===== config.mk =====
export PLATFORM = sky130hd
export DESIGN_NAME = universal_shift_reg
export DESIGN_NICKNAME = d
export VERILOG_FILES = /design/src/rtl/universal_shift_reg_pkg.sv /design/src/rtl/universal_shift_reg_bit_cell.sv /design/src/rtl/universal_shift_reg.sv
export SDC_FILE = /design/constraint.sdc
export NUM_CORES = 1
export LEC_CHECK = 0
export ABC_AREA = 1
export CAP_MARGIN = 20
export CORE_MARGIN = 2
export CORE_UTILIZATION = 47
export DETAILED_ROUTE_END_ITERATION = 8
export PLACE_DENSITY = 0.81
export SLEW_MARGIN = 20
export SYNTH_ARGS = -nofsm -noshare
export SYNTH_HDL_FRONTEND = slang
export SYNTH_HIERARCHICAL = 1
export SYNTH_SLANG_ARGS = --single-unit
export TNS_END_PERCENT = 30

===== constraint.sdc =====
create_clock -name clk -period 2.6 [get_ports clk]
set_clock_uncertainty 0.2 [all_clocks]
set_input_delay 0.52 -clock clk [delete_from_list [all_inputs] [get_ports clk]]
set_output_delay 0.52 -clock clk [all_outputs]
set_load 0.05 [all_outputs]

===== src/rtl/universal_shift_reg_pkg.sv =====
// ---------------------------------------------------------------------------
// universal_shift_reg_pkg
//   Shared definitions for the universal shift register and its bit cells.
//   - mode_e        : two-bit mode select encoding (hold / shift right /
//                     shift left / parallel load)
//   - USR_DEFAULT_WIDTH : default register width
// ---------------------------------------------------------------------------
package universal_shift_reg_pkg;

  localparam int USR_DEFAULT_WIDTH = 8;

  // Mode select encodings; the top-level port s carries one of these values.
  typedef enum logic [1:0] {
    MODE_HOLD = 2'b00,
    MODE_SHR  = 2'b01,
    MODE_SHL  = 2'b10,
    MODE_LOAD = 2'b11
  } mode_e;

endpackage


===== src/rtl/universal_shift_reg_bit_cell.sv =====
// ---------------------------------------------------------------------------
// usr_bit_cell
//   One bit of the universal shift register: a 4:1 mux picking the next
//   value, feeding a D flip-flop with asynchronous active-low clear.
//
//   Ports
//     clk       in  : clock, rising edge
//     reset     in  : asynchronous active-low clear
//     sel       in  : mode select (mode_e encoding)
//     fromright in  : value of the more-significant neighbour (shift right)
//     fromleft  in  : value of the less-significant neighbour (shift left)
//     loadbit   in  : parallel load data for this bit
//     q         out : stored bit
// ---------------------------------------------------------------------------
module usr_bit_cell
  import universal_shift_reg_pkg::*;
(
  input  logic       clk,
  input  logic       reset,
  input  logic [1:0] sel,
  input  logic       fromright,
  input  logic       fromleft,
  input  logic       loadbit,
  output logic       q
);

  logic d;

  // Next-value mux. An unknown select falls to the default arm and holds,
  // so an X/Z on the mode bits never corrupts the stored value.
  always_comb begin
    d = q;
    case (sel)
      MODE_HOLD: d = q;
      MODE_SHR:  d = fromright;
      MODE_SHL:  d = fromleft;
      MODE_LOAD: d = loadbit;
      default:   d = q;
    endcase
  end

  // Storage flop; the clear is asynchronous so the register empties
  // immediately and stays empty while reset is held low.
  always_ff @(posedge clk or negedge reset) begin
    if (!reset) begin
      q <= 1'b0;
    end else begin
      q <= d;
    end
  end

endmodule


===== src/rtl/universal_shift_reg.sv =====
// ---------------------------------------------------------------------------
// universal_shift_reg
//   WIDTH-bit universal shift register: hold, shift right, shift left or
//   parallel load, selected every cycle by s. One-cycle latency, OUT comes
//   straight from the bit-cell flops.
//
//   Ports
//     clk        in  : clock, rising edge
//     reset      in  : asynchronous active-low reset, clears OUT to zero
//     I          in  : parallel load data [WIDTH-1:0]
//     s          in  : mode select (00 hold, 01 shr, 10 shl, 11 load)
//     leftshift  in  : serial bit entering bit 0 on a left shift
//     rightshift in  : serial bit entering bit WIDTH-1 on a right shift
//     OUT        out : register contents [WIDTH-1:0]
// ---------------------------------------------------------------------------
module universal_shift_reg
  import universal_shift_reg_pkg::*;
#(
  parameter int WIDTH = USR_DEFAULT_WIDTH
) (
  input  logic             clk,
  input  logic             reset,
  input  logic [WIDTH-1:0] I,
  input  logic [1:0]       s,
  input  logic             leftshift,
  input  logic             rightshift,
  output logic [WIDTH-1:0] OUT
);

  logic [WIDTH-1:0] qbits;

  // One cell per bit. A right shift pulls each bit from its upper
  // neighbour and a left shift from its lower neighbour; the edge cells
  // take the serial inputs instead, and the bit leaving the far end is
  // simply dropped.
  for (genvar k = 0; k < WIDTH; k++) begin : g_cell
    logic rightsrc;
    logic leftsrc;

    if (k == WIDTH - 1) begin : g_msb
      assign rightsrc = rightshift;
    end else begin : g_mid_r
      assign rightsrc = qbits[k+1];
    end

    if (k == 0) begin : g_lsb
      assign leftsrc = leftshift;
    end else begin : g_mid_l
      assign leftsrc = qbits[k-1];
    end

    usr_bit_cell u_cell (
      .clk       (clk),
      .reset     (reset),
      .sel       (s),
      .fromright (rightsrc),
      .fromleft  (leftsrc),
      .loadbit   (I[k]),
      .q         (qbits[k])
    );
  end

  assign OUT = qbits;

endmodule


==> out/metrics.yaml, run 1 <==
setup.worst_path.start_class: "flop"
flip_flop_count_of_the_largest_register_all_copies_and_words_added: 8
min_period_ps: 2232
grtUsageTotal_pct: 15.18
slew_violations: 0
area_growth_pct: 29.66
boundaryPins: 22
crit_buf_inv: 1
regMostFlops: "g_cell.u_cell/q"
critPathKind: "reg -> out"
design.die.area_sq_mm: 0.001745
cp.required_ps: 1880
number_of_max_capacitance_violations_reported: 0
yosysUniqueCellTypes: 7
detailed_place.area_sq_um: 847.1
cts_buffer_depth: 2
layout_top_registers: "g_cell.u_cell/q x8"
timing.critical_path.slowest_cell_delay_ps: 830
synth_enable_flop_cells: 0
vias_in_the_first_global_route: 544
outcome: "complete, no violations"
synth-seq-cells: 8
hpwl_um: 975.3
clock_latency_on_the_worst_skew_pair_ps: 250
vdd_ir_drop_max_mv: 0.3788
setup_tns_ps: 0
tritoncts_clock_tree: "built"
synth_async_sr_flop_share_pct: 100.0
dominant_cell_by_count_in_the_synthesized_netlist: "nand2_1"
worst-slew-pin-transition_ps: 543.4
num_antenna_cells: 0
max-slew-margin-rel_pct: 63.66
crit_slowest_cell: "clkdlybuf4s50_1"
routed_via_density: 4.270
grt_pass1_wl_mm: 2.063
clk_pin_slew_ps: 50
route.final.wire_length_mm: 1.262
ys.warnings.count: 6
postCtsResizedCells: 0
critical_path.endpoint_type: "output pin"
floorplan.die.width_um: 41.78
overflow: 0
total_nets_final: 153
yosys-top-cells-area: "dfrtp_1, nand2_1, inv_1, nand3_1, buf_4"
cts_made_buffers: 3
cts.sink_count: 8
placement_rows: 13
hp-class: "in -> async"
synthesis.nets: 134
critical_path.cell_chain: "clkdlybuf4s50_1"
post_synth_most_frequent_cells: "nand2_1, inv_1, inv_2, nand3_1"
routedWlPerCell_um: 8.303
effective_utilization_at_floorplan_pct: 50.90
first_iteration_detailed_routing_drc_count: 2
synth_area_sq_um: 670.6
numPortBuffers: 21
antenna_found_initial: 0
rsz0062_at_grt: "no"
syn_area_per_cell_sq_um: 5.589
synthesis.instances: 120
final_report_hold_violation_count: 0
fraction_of_final_layout_cells_with_drive_strength_greater_than_1_pct: 14.60
timing.critical_path.arrival_ps: 1510
power.static_leakage_nw: 0.5379
worstPathMaxFanout: 4
synth-seq-area-share_pct: 29.85
power.density_cell_area_mw_per_mm2: 498.8
ant_nets: 0
die_y_um: 41.78
floorplan.core_area_sq_mm: 0.001318
final_report_setup_violation_count: 0
pin_count_of_the_biggest_net_entering_global_routing: 25
maxClockFrequency_ghz: 0.4480
gpl_congestion: 0.7520
post_cts_buffers: 0
drc: 0
timing.critical_path.max_delay_family: "buffers and inverters"
clock-root-buffer: "clkbuf_4"
netlist.top_cell.by_area: "dfrtp_1"
synth_top_flop_cell: "dfrtp_1"
cts-htree-levels: 1
min_period_over_period_pct: 85.85
first_pass_iters: 3
area_share_of_the_largest_cell_type_after_synthesis_pct: 29.85
final_design_area_excluding_fillers_sq_um: 869.6
via_count: 649
holdBufCountCts: 0
[metal layers]
layer / part of all wire (%) / routed length (um) / global-route usage (%) / up-vias
met3: 6.4 / 81 / 3.478 / 0
li1: - / - / - / 358
met1: 46 / 582 / 16.94 / 272
met4: 0 / 0 / 5.806 / 0
met2: 47 / 597 / 27.50 / 19
met5: 0 / 0 / 0 / -
[worst paths after layout]
check | startpoint | to | slack (ps) | cells past startpoint
max in group asynchronous | reset | g_cell[2].u_cell/q | 1590 | 1
worst min-delay path | reset | g_cell[4].u_cell/q | 340 | 1
worst max-delay path | g_cell[1].u_cell/q | OUT[1] | 370 | 1
worst max register to register | g_cell[1].u_cell/q | g_cell[2].u_cell/q | 1610 | 4
min in group clk | g_cell[7].u_cell/q | g_cell[7].u_cell/q | 420 | 4
worst min register to register | g_cell[7].u_cell/q | g_cell[7].u_cell/q | 420 | 4
[worst register-to-register path, stage by stage (launching register included)]
cell,delay [ps]
dfrtp_1,430
inv_2,60
nand2_1,50
nand3_1,70
nand2_1,70
[layout make-up]
cell class	count	area, sq um
multi-input combinational	56	230.2
sequential	8	200.2
fill	130	447.9
inverter	48	180.2
clock buffer	3	22.52
tap	15	18.77
timing repair buffer	22	217.7
[power breakdown]
group | switching [mW] | total (mW) | internal, mW
combinational | 0.109 | 0.178 | 0.0694
sequential | 0.0198 | 0.160 | 0.140
clock | 0.0432 | 0.0961 | 0.0529
total | 0.172 | 0.434 | 0.262
[placed cells by master (no fill, tap or decap)]
master,count
inv_2,16
buf_4,1
nand2_1,40
nand3_1,16
dfrtp_1,8
clkbuf_4,3
clkdlybuf4s50_1,21
clkinv_1,8
inv_1,24
[per-stage QoR]
| step | power, mW | hold WS, ps | setup WS [ps] | util [%] | std cells |
|---|---|---|---|---|---|
| after global routing | 0.4616 | 393.3 | 315.3 | 66.00 | 152 |
| after CTS | 0.4403 | 349.6 | 357.2 | 66.00 | 152 |
| final | 0.4338 | 344.4 | 368.0 | 66.00 | 152 |
| after global placement | 0.3374 | 400.6 | 666.6 | 64.29 | 149 |
| after floorplan | 0.2919 | 24.41 | 1282 | - | 120 |
| after detailed placement | 0.3412 | 408.4 | 642.0 | 64.29 | 149 |
[cells by family (layout without fill, tap and decap cells)]
family | after synthesis | in the layout | synth area share, %
flops | 8 | 8 | 29.85
simple gates | 56 | 56 | 34.33
buf+inv | 56 | 73 | 35.82
Power figures use the tool's default switching activity.
==> run 2: changes to the inputs <==
--- a/config.mk
+++ b/config.mk
@@ -6,7 +6,6 @@
 export NUM_CORES = 1
 export LEC_CHECK = 0
 export ABC_AREA = 1
-export CAP_MARGIN = 20
 export CORE_MARGIN = 2
 export CORE_UTILIZATION = 47
 export DETAILED_ROUTE_END_ITERATION = 8
==> results of run 2 <==
The final DEF is identical to that of run 1; final timing and power are the same.
==> run 3: changes to the inputs <==
--- a/config.mk
+++ b/config.mk
@@ -6,10 +6,14 @@
 export NUM_CORES = 1
 export LEC_CHECK = 0
 export ABC_AREA = 1
+export CELL_PAD_IN_SITES_DETAIL_PLACEMENT = 1
+export CELL_PAD_IN_SITES_GLOBAL_PLACEMENT = 2
+export CORE_ASPECT_RATIO = 0.9
 export CORE_MARGIN = 2
-export CORE_UTILIZATION = 47
+export CORE_UTILIZATION = 23
 export DETAILED_ROUTE_END_ITERATION = 8
 export PLACE_DENSITY = 0.81
+export SKIP_LAST_GASP = 1
 export SLEW_MARGIN = 20
 export SYNTH_ARGS = -nofsm -noshare
 export SYNTH_HDL_FRONTEND = slang
==> run 3 against run 2 <==
Net effect:
- via count increased by 4.0%
- sequential power hardly changed
- clock-buffer cell count unchanged
- critical endpoint is now OUT[6]
==> out/metrics.yaml, run 3 (synthesis results as in run 1) <==
regMostFlops: "g_cell.u_cell/q"
gpl_congestion: 0.7293
timing.critical_path.arrival_ps: 1530
rsz0062_at_grt: "no"
via_count: 675
placement_rows: 18
hpwl_mm: 1.202
overflow: 0
final_common_cell: "nand2_1"
post_cts_buffers: 0
min_period_over_period_pct: 86.51
cts-htree-levels: 1
effective_utilization_at_floorplan_pct: 24.21
design.die.area_sq_mm: 0.003364
setup.worst_path.start_class: "flop"
vias_in_the_first_global_route: 664
worst-slew-pin-transition_ps: 593.2
cts_made_buffers: 3
clock_latency_on_the_worst_skew_pair_ps: 260
area_growth_pct: 34.33
grt_pass1_wl_mm: 2.856
maxClockFrequency_ghz: 0.4446
holdBufCountCts: 0
critical_path.cell_chain: "clkdlybuf4s50_1"
total_nets_final: 153
grtUsageTotal_pct: 11.30
routed_via_density: 3.814
clk_pin_slew_ps: 60
final_cell_mix: "nand2_1, inv_1, clkdlybuf4s50_1"
flip_flop_count_of_the_largest_register_all_copies_and_words_added: 8
final_report_setup_violation_count: 0
floorplan.core_area_sq_mm: 0.002770
route.final.wire_length_mm: 1.584
worstPathMaxFanout: 4
routedWlPerCell_um: 8.949
ant_nets: 0
num_antenna_cells: 0
hp-class: "in -> async"
slew_violations: 0
floorplan.die.width_um: 60.92
crit_buf_inv: 1
max-slew-margin-rel_pct: 60.33
final_core_utilization_pct: 32.52
antenna_found_initial: 0
power.density_cell_area_mw_per_mm2: 489.7
cp.required_ps: 1880
tritoncts_clock_tree: "built"
drc: 0
final_report_hold_violation_count: 0
setup_tns_ps: 0
first_pass_iters: 4
cts.sink_count: 8
crit_slowest_cell: "clkdlybuf4s50_1"
outcome: "complete, no violations"
critical_path.endpoint_type: "output pin"
layout_top_registers: "g_cell.u_cell/q x8"
numPortBuffers: 21
number_of_max_capacitance_violations_reported: 0
cts_buffer_depth: 2
fraction_of_final_layout_cells_with_drive_strength_greater_than_1_pct: 14.60
vdd_ir_drop_max_mv: 0.2163
critPathKind: "reg -> out"
postCtsResizedCells: 0
timing.critical_path.max_delay_family: "buffers and inverters"
clock-root-buffer: "clkbuf_4"
first_iteration_detailed_routing_drc_count: 21
min_period_ps: 2249
die_y_um: 55.23
timing.critical_path.slowest_cell_delay_ps: 840
pin_count_of_the_biggest_net_entering_global_routing: 25
boundaryPins: 22
power.static_leakage_nw: 0.5379
run 3: cell counts in the layout (fill, tap and decap cells not counted):
Identical to the previous run, type by type.
run 3: report_power, final:
group	internal, mW	leakage, nW	switching, mW
registers	0.140	0.0941	0.0205
logic	0.0694	0.430	0.110
clock network	0.0532	0.0138	0.0479
run 3: area by class of cell:
class / count / area (sq um)
Clock buffer: 3 / 22.52
Fill cell: 381 / 1869
Inverter: 48 / 180.2
Multi-Input combinational cell: 56 / 230.2
Sequential cell: 8 / 200.2
Tap cell: 40 / 50.05
Timing Repair Buffer: 22 / 217.7
run 3: final timing paths:
path / from / end / slack [ps] / depth (start not counted)
worst max-delay path: g_cell[6].u_cell/q / OUT[6] / 350 / 1
worst max register to register: g_cell[6].u_cell/q / g_cell[5].u_cell/q / 1610 / 4
worst min-delay path: reset / g_cell[4].u_cell/q / 370 / 1
min in group clk: g_cell[0].u_cell/q / g_cell[0].u_cell/q / 430 / 4
max in group asynchronous: reset / g_cell[1].u_cell/q / 1540 / 1
worst min register to register: g_cell[0].u_cell/q / g_cell[0].u_cell/q / 430 / 4
run 3: through the flow:
stage                     hold WS, ps  power (mW)  cell area [sq um]  cells  worst slack (ps)
after floorplan                 24.41      0.2919              670.6    120              1282
after global placement          417.4      0.3422              878.3    174             639.2
after detailed placement        421.7      0.3448              878.3    174             624.7
after CTS                       368.3      0.4524              900.9    177             340.3
after global routing            390.2      0.4802              900.9    177             294.0
final                           366.1      0.4412              900.9    177             350.9
run 3: routing by layer:
metal	wire [um]	global-route usage, %	up-vias
met3	75	4.215	2
met1	786	14.41	302
met4	7	2.795	0
li1	-	-	356
met5	0	0	-
met2	715	17.82	15
